--- config.mk ---
export PLATFORM = sky130hd
export DESIGN_NAME = oc8051_pc_tracker
export DESIGN_NICKNAME = d
export VERILOG_FILES = /design/src/rtl/oc8051_pc_tracker.sv
export SDC_FILE = /design/constraint.sdc
export NUM_CORES = 1
export LEC_CHECK = 0
export CORE_ASPECT_RATIO = 0.8
export CORE_MARGIN = 1.5
export CORE_UTILIZATION = 52
export CTS_CLUSTER_DIAMETER = 50
export DETAILED_ROUTE_END_ITERATION = 6
export PLACE_DENSITY_LB_ADDON = 0.05
export SYNTH_ARGS = -nofsm -noshare
export SYNTH_HDL_FRONTEND = slang
export SYNTH_SLANG_ARGS = --single-unit
export TNS_END_PERCENT = 1
--- constraint.sdc ---
create_clock -name clk -period 2.75 [get_ports clk]
set_clock_uncertainty 0.05 [all_clocks]
set_input_delay 0.275 -clock clk [delete_from_list [all_inputs] [get_ports clk]]
set_output_delay 0.275 -clock clk [all_outputs]
set_load 0.01 [all_outputs]
--- src/rtl/oc8051_pc_tracker.sv ---
// Commit-stream tracker for the 8051 core: logs the last two committed PCs,
// classifies each PC change and flags a stalled pipeline via a watchdog.
//
// state | meaning
// IDLE  | no commit seen since reset
// RUN   | commits flowing, watchdog counting idle cycles
// STALL | watchdog expired, waiting for the next commit
module oc8051_pc_tracker #(
  parameter int unsigned STALL_MAX = 255,
  parameter int unsigned CNT_W     = 16
) (
  input  logic             clk,
  input  logic             rst,
  input  logic             commit_i,
  input  logic [15:0]      pc_i,
  input  logic [1:0]       len_i,
  input  logic             int_ack_i,
  output logic [15:0]      pc_log,
  output logic [15:0]      pc_log_prev,
  output logic             pc_log_change,
  output logic             seq_o,
  output logic             branch_o,
  output logic             irq_entry_o,
  output logic             first_o,
  output logic             stall_o,
  output logic [CNT_W-1:0] instr_cnt
);

  localparam logic [15:0]      WD_MAX  = 16'(STALL_MAX);
  localparam logic [CNT_W-1:0] CNT_MAX = '1;
  localparam logic [CNT_W-1:0] CNT_ONE = {{(CNT_W-1){1'b0}}, 1'b1};

  typedef enum logic [1:0] {IDLE, RUN, STALL} state_t;

  state_t           state, state_nxt;
  logic [1:0]       len_q, len_nxt;
  logic [15:0]      wd_cnt, wd_nxt, wd_inc;
  logic             irq_pend, irq_nxt;
  logic [15:0]      pc_log_nxt, pc_log_prev_nxt;
  logic             change_nxt, seq_nxt, branch_nxt, irq_entry_nxt;
  logic             first_nxt, stall_nxt;
  logic [CNT_W-1:0] cnt_nxt;
  logic             seq_hit;

  always_ff @(posedge clk or posedge rst) begin
    if (rst) begin
      state         <= IDLE;
      pc_log        <= 16'h0000;
      pc_log_prev   <= 16'h0000;
      len_q         <= 2'd1;
      wd_cnt        <= 16'h0000;
      irq_pend      <= 1'b0;
      instr_cnt     <= '0;
      pc_log_change <= 1'b0;
      seq_o         <= 1'b0;
      branch_o      <= 1'b0;
      irq_entry_o   <= 1'b0;
      first_o       <= 1'b1;
      stall_o       <= 1'b0;
    end else begin
      state         <= state_nxt;
      pc_log        <= pc_log_nxt;
      pc_log_prev   <= pc_log_prev_nxt;
      len_q         <= len_nxt;
      wd_cnt        <= wd_nxt;
      irq_pend      <= irq_nxt;
      instr_cnt     <= cnt_nxt;
      pc_log_change <= change_nxt;
      seq_o         <= seq_nxt;
      branch_o      <= branch_nxt;
      irq_entry_o   <= irq_entry_nxt;
      first_o       <= first_nxt;
      stall_o       <= stall_nxt;
    end
  end

  // len_q is stored already normalised (0 -> 1), so the sum is the fall-through PC
  assign seq_hit = (pc_i == (pc_log + 16'(len_q)));
  assign wd_inc  = (wd_cnt >= WD_MAX) ? WD_MAX : (wd_cnt + 16'd1);

  always_comb begin
    state_nxt       = state;
    pc_log_nxt      = pc_log;
    pc_log_prev_nxt = pc_log_prev;
    len_nxt         = len_q;
    wd_nxt          = wd_cnt;
    irq_nxt         = irq_pend | int_ack_i;
    cnt_nxt         = instr_cnt;
    change_nxt      = 1'b0;
    seq_nxt         = 1'b0;
    branch_nxt      = 1'b0;
    irq_entry_nxt   = 1'b0;
    first_nxt       = first_o;
    stall_nxt       = stall_o;

    if (commit_i) begin
      // an ack coinciding with this commit belongs to the next one
      irq_nxt    = int_ack_i;
      cnt_nxt    = (instr_cnt == CNT_MAX) ? instr_cnt : (instr_cnt + CNT_ONE);
      wd_nxt     = 16'h0000;
      len_nxt    = (len_i == 2'd0) ? 2'd1 : len_i;
      pc_log_nxt = pc_i;
      first_nxt  = 1'b0;
      stall_nxt  = 1'b0;
    end

    case (state)
      IDLE: begin
        if (commit_i) begin
          pc_log_prev_nxt = pc_i;
          state_nxt       = RUN;
        end
      end
      RUN, STALL: begin
        if (commit_i) begin
          pc_log_prev_nxt = pc_log;
          state_nxt       = RUN;
          if (pc_i != pc_log) begin
            change_nxt    = 1'b1;
            seq_nxt       = seq_hit;
            irq_entry_nxt = irq_pend;
            branch_nxt    = !seq_hit && !irq_pend;
          end
        end else begin
          wd_nxt = wd_inc;
          if (wd_inc == WD_MAX) begin
            state_nxt = STALL;
            stall_nxt = 1'b1;
          end
        end
      end
      default: state_nxt = IDLE;
    endcase
  end

endmodule

# ---- Word-level counts from Yosys, hierarchy flattened
# Cells that the tools add are included.
dict set report word_totals {
  latch_bits 0
  inputBits 22
  mem_bits_ro 0
  out_inout_bits 54
  n_memories 0
  ramBits 0
  regBits 75
  word_cells 67
}
dict set report op_classes {
  mux 29
  add_sub_neg 3
  n_div 0
  n_shift 0
  mul 0
  n_eq_ne 9
  n_bitwise 2
  reduce_logical 10
  order_cmp 1
}
# op count
set op_table {}
lappend op_table {{$mux 16} 6}
lappend op_table {{$add 16x1->16 const B} 2}
lappend op_table {{$pmux 16 s2} 1}
lappend op_table {{$mux 1} 17}
lappend op_table {{$add 16x2->16} 1}
lappend op_table {{$eq 16x16->1} 1}
lappend op_table {{$eq 16x16->1 const B} 1}
lappend op_table {{$eq 16x8->1 const B} 1}
lappend op_table {{$ge 16x8->1 const B} 1}
lappend op_table {{$ne 16x16->1} 1}
lappend op_table {{$mux 2} 4}
lappend op_table {{$logic_not 2->1} 2}
lappend op_table {{$ne 2x2->1 const B} 2}
lappend op_table {{$pmux 2 s2} 1}
lappend op_table {{$reduce_and 2->1} 2}
lappend op_table {{$ne 3x3->1 const B} 1}
lappend op_table {{$reduce_and 3->1} 1}
lappend op_table {{$eq 2x1->1 const B} 1}
lappend op_table {{$eq 2x2->1 const B} 1}
lappend op_table {{$logic_not 1->1} 2}
lappend op_table {{$reduce_bool 2->1} 1}
lappend op_table {{$reduce_or 2->1} 1}
lappend op_table {{$logic_and 1x1->1} 1}
lappend op_table {{$not 1->1} 1}
lappend op_table {{$or 1x1->1} 1}

# ---- Longest topological paths before layout
dict set report logic_depth {
  word_depth 7
  mapped_depth 8
  depth_no_buf 8
}

# ---- Worst setup path before layout
# No wires, ideal clock.
dict set report synth_path {
  path_kind {register to register}
  from {register len_q[0]}
  to {register seq_o}
  t_arrival_ns 2.114
  n_path_buf 0
  synth_period_minus_slack_ns 2.232
  setup_ns 0.068
  path_stages_with_launch 9
  path_slack_ns 0.518
  cell_sequence {dfstp_2 -> ha_1 -> fa_1 -> nand4_4 -> nor4_4 -> mux2i_1 -> mux2i_1 -> nor4_2 -> and4_1}
}
dict set report synth_via {
  elab_chain_len 5
}
# item line
set synth_rtl {}
lappend synth_rtl {{from (decl)} 36} ;# logic [1:0] len_q, len_nxt;
lappend synth_rtl {{from (signal assigned)} 64} ;# len_q <= len_nxt;
lappend synth_rtl {{$add 16x2->16} 78} ;# assign seq_hit = (pc_i == (pc_log + 16'(len_q)));
lappend synth_rtl {{$eq 16x16->1} 78}
lappend synth_rtl {{$mux 1} 118} ;# if (pc_i != pc_log) begin
lappend synth_rtl {{$mux 1} 115} ;# if (commit_i) begin
lappend synth_rtl {{$mux 1} 107} ;# case (state)
lappend synth_rtl {{named net seq_nxt} 40} ;# logic change_nxt, seq_nxt, branch_nxt, irq_entry_nxt;
lappend synth_rtl {{to (signal assigned)} 69} ;# seq_o <= seq_nxt;
lappend synth_rtl {{to (decl)} 21} ;# output logic seq_o,
# The timed path passes the listed nets, and every way through them passes these cells.
# A chain may end at the register's enable or synchronous reset.

# ---- Worst setup path after layout
# Ends and elaborated chain as after synthesis.

==> insert_results.sql <==
INSERT INTO impl_metrics (metric_group, metric, value, unit) VALUES
('status', 'run_status', 'finished clean', ''),
('route', 'detail_route.iter0.violations', '185', ''),
('finish', 'fillerInstances', '583', ''),
('finish', 'final_util', '69.34', '%'),
('timing', 'tightest_slew', '1.165', 'ns'),
('clocking', 'cts_resized', '0', ''),
('clocking', 'cts_tree', 'yes', ''),
('place', 'routabilityCongestion', '0.8602', ''),
('worst_setup_path', 'path_max_fanout', '5', ''),
('synthesis', 'synthesized_nets', '403', ''),
('timing', 'setup-violations-final', '0', ''),
('clocking', 'cts.sinks', '75', ''),
('synthesis', 'post-synth-top-area-fraction', '47.20', '%'),
('synthesis', 'netlist_area', '0.003870', 'mm2'),
('synthesis', 'yosysWarnings', '0', ''),
('job', 'max_cap_violations', '0', ''),
('synthesis', 'synth_most_common_cell', 'dfrtp_1', ''),
('worst_setup_path', 'arrival', '2.68', 'ns'),
('worst_setup_path', 'worstSetupStartpointType', 'flop', ''),
('worst_setup_path', 'path_common_cell', 'mux2i_1', ''),
('synthesis', 'yosys.area.top_type', 'dfrtp_1', ''),
('worst_setup_path', 'critical_path.n_buffers_inverters', '0', ''),
('synthesis', 'synth_seq_area_share', '48.56', '%'),
('route', 'routed-via-count', '2986', ''),
('finish', 'multiInputGateArea', '0.001878', 'mm2'),
('floorplanning', 'y_dimension_of_the_die', '80.16', 'um'),
('timing', 'rsz_0062_raised_after_global_routing', 'no', ''),
('worst_setup_path', 'cp_top_family', 'simple AND/OR/NAND/NOR gates', ''),
('timing', 'normalized_max_slew_margin', '22.33', '%'),
('clocking', 'cts_h_tree_lvls', '3', ''),
('route', 'drc', '0', ''),
('finish', 'syn2layout_area_growth', '25.90', '%'),
('synthesis', 'share_of_async_settable_or_async_resettable_flops_after_synthesis', '100.0', '%'),
('timing', 'post-route-min-period', '2.453', 'ns'),
('place', 'detailed_place_hpwl', '5936', 'um'),
('timing', 'fmax', '407.6', 'MHz'),
('worst_setup_path', 'criticalPathCategory', 'reg2reg', ''),
('clocking', 'tritoncts.num_buffers', '9', ''),
('clocking', 'clkLatencyLatePin', '0.34', 'ns'),
('synthesis', 'post_syn_instances', '374', ''),
('route', 'drt_wl_total', '8627', 'um'),
('clocking', 'clk_pin_slew_worst_paths', '0.08', 'ns'),
('finish', 'antennaDiodeCount', '0', ''),
('clocking', 'cts_hold_buf', '0', ''),
('timing', 'post-route-worst-setup-slack', '0.2969', 'ns'),
('grt', 'grt_antenna_before_repair', '0', ''),
('route', 'wl_per_cell', '16.04', 'um'),
('timing', 'finalMaxSlewViolations', '0', ''),
('clocking', 'clock_path_buffers', '2', ''),
('synthesis', 'synth.top_cells.by_count', 'dfrtp_1, nand2_1, o21ai_0, nor2_1, xnor2_1', ''),
('synthesis', 'post_synth.cell_area_avg', '10.35', 'um2'),
('power_and_ir_drop', 'power_per_cell_area', '729.5', 'mW/mm2'),
('floorplanning', 'die_width', '99.45', 'um'),
('hold_path', 'hold_path_class', 'in2async', ''),
('worst_setup_path', 'critical_path.slowest_cell', 'dfstp_2', ''),
('clocking', 'post_cts_buffers', '0', ''),
('synthesis', 'dominant_register_cell_in_the_synthesized_netlist', 'dfrtp_1', ''),
('route', 'ant_nets', '0', ''),
('power_and_ir_drop', 'leak_pwr', '2.128', 'nW'),
('clocking', 'ctsRootBufferMaster', 'clkbuf_8', ''),
('synthesis', 'ys_top_cells_by_area', 'dfrtp_1, mux2i_1, xnor2_1', ''),
('route', 'drt_pass1_iterations', '4', ''),
('floorplanning', 'io_pins', '76', ''),
('synthesis', 'netlist-cell-type-count', '49', ''),
('floorplanning', 'floorplan.die_area', '0.007972', 'mm2'),
('place', 'pre_cts_ws', '0.3184', 'ns'),
('finish', 'fraction_of_final_layout_cells_sized_beyond_drive_strength_1', '9.756', '%'),
('finish', 'final-seq-area', '0.001879', 'mm2'),
('worst_setup_path', 'crit_required', '2.98', 'ns'),
('grt', 'grt_max_degree', '76', ''),
('timing', 'final-hold-violation-count', '0', '');
[metal layers]
metal  vias up  part of all wire [%]  global-route usage [%]
li1       1458                     -                       -
met1      1449                    48                   32.30
met2        73                    46                   35.75
met3         6                   5.2                   5.396
met4         0                  0.83                   7.042
met5         -                     0                       0
[worst reg2reg max path, stage by stage (launching register included)]
cell and delay, ns:
dfstp_2 0.53, ha_1 0.17, fa_1 0.30, nand4_4 0.16, nor4_4 0.31, mux2i_1 0.22
mux2i_1 0.10, nor4_2 0.32, and4_1 0.22
[final cells by class]
| type | count | area share [%] |
|---|---|---|
| clock buffers | 10 | 2.825 |
| clock inverters | 5 | 0.6163 |
| inverters | 12 | 0.9245 |
| multi-input cells | 270 | 38.55 |
| flip-flops and latches | 75 | 38.57 |
| well taps | 87 | 2.234 |
| repair buffers | 79 | 16.28 |
[registers in the layout, indices dropped and copies added, names as in the netlist, 2 cells and up]
| name | cells |
|---|---|
| pc_log | 16 |
| wd_cnt | 16 |
| len_q | 2 |
| state | 2 |
| instr_cnt | 16 |
| pc_log_prev | 16 |
[worst paths after layout]
path	start	endpoint	slack, ns	cells after the start
setup / recovery	len_q[0]$_DFFE_PP1P_	seq_o$_DFF_PP0_	0.30	8
hold / removal	rst	instr_cnt[0]$_DFFE_PP0P_	0.28	3
setup reg to reg	len_q[0]$_DFFE_PP1P_	seq_o$_DFF_PP0_	0.30	8
hold reg to reg	pc_log_prev[4]$_DFFE_PP0P_	pc_log_prev[4]$_DFFE_PP0P_	0.43	2
max in group asynchronous	rst	len_q[0]$_DFFE_PP1P_	2.03	3
min in group clk	len_i[0]	len_q[0]$_DFFE_PP1P_	0.41	3
[through the flow]
step / std cells / hold slack, ns / cell area, um2
4_1_cts: 538 / 0.2902 / 4872
3_3_place_gp: 523 / 0.4102 / 4705
3_5_place_dp: 523 / 0.4200 / 4705
6_report: 538 / 0.2827 / 4872
5_1_grt: 538 / 0.3067 / 4872
2_1_floorplan: 374 / 0.2972 / 3870
[power by group]
group	total (mW)	internal, mW	switching (mW)
sequential	1.53	1.32	0.204
combinational	1.28	0.660	0.621
clock	0.745	0.342	0.402
[placed cells by master (no fill, tap or decap), types with 2 or more instances in the layout]
cell             count
clkdlybuf4s50_1     75
dfrtp_1             73
nand2_1             37
o21ai_0             31
nor2_1              21
xnor2_1             21
xor2_1              20
mux2i_1             19
nand3_1             18
mux2_2              15
inv_1               10
clkbuf_8            10
and2_1               9
and3_1               8
a21oi_1              6
a211oi_1             6
ha_1                 6
nand4_1              5
nor2b_1              5
nor4_1               4
a31oi_1              4
and4_1               3
nor3_1               3
clkinv_2             3
buf_4                3
nand2b_1             2
o22ai_1              2
a21boi_0             2
o21a_1               2
inv_2                2
a211o_1              2
nor4b_1              2
clkinvlp_4           2
dfstp_2              2
[logic make-up (layout without fill, tap and decap cells)]
family	count (synthesis)	after routing	share of synthesized area, %
flip-flops	75	75	48.56
multiplexers	34	34	9.279
XOR/XNOR	41	41	9.279
buffers and inverters	29	106	3.006
AND/OR/NAND/NOR	124	124	17.36
adder cells (fa/ha/maj)	7	7	2.457
AO/OA/AOI/OAI	64	64	10.05
(Power assumes the default switching activity.)
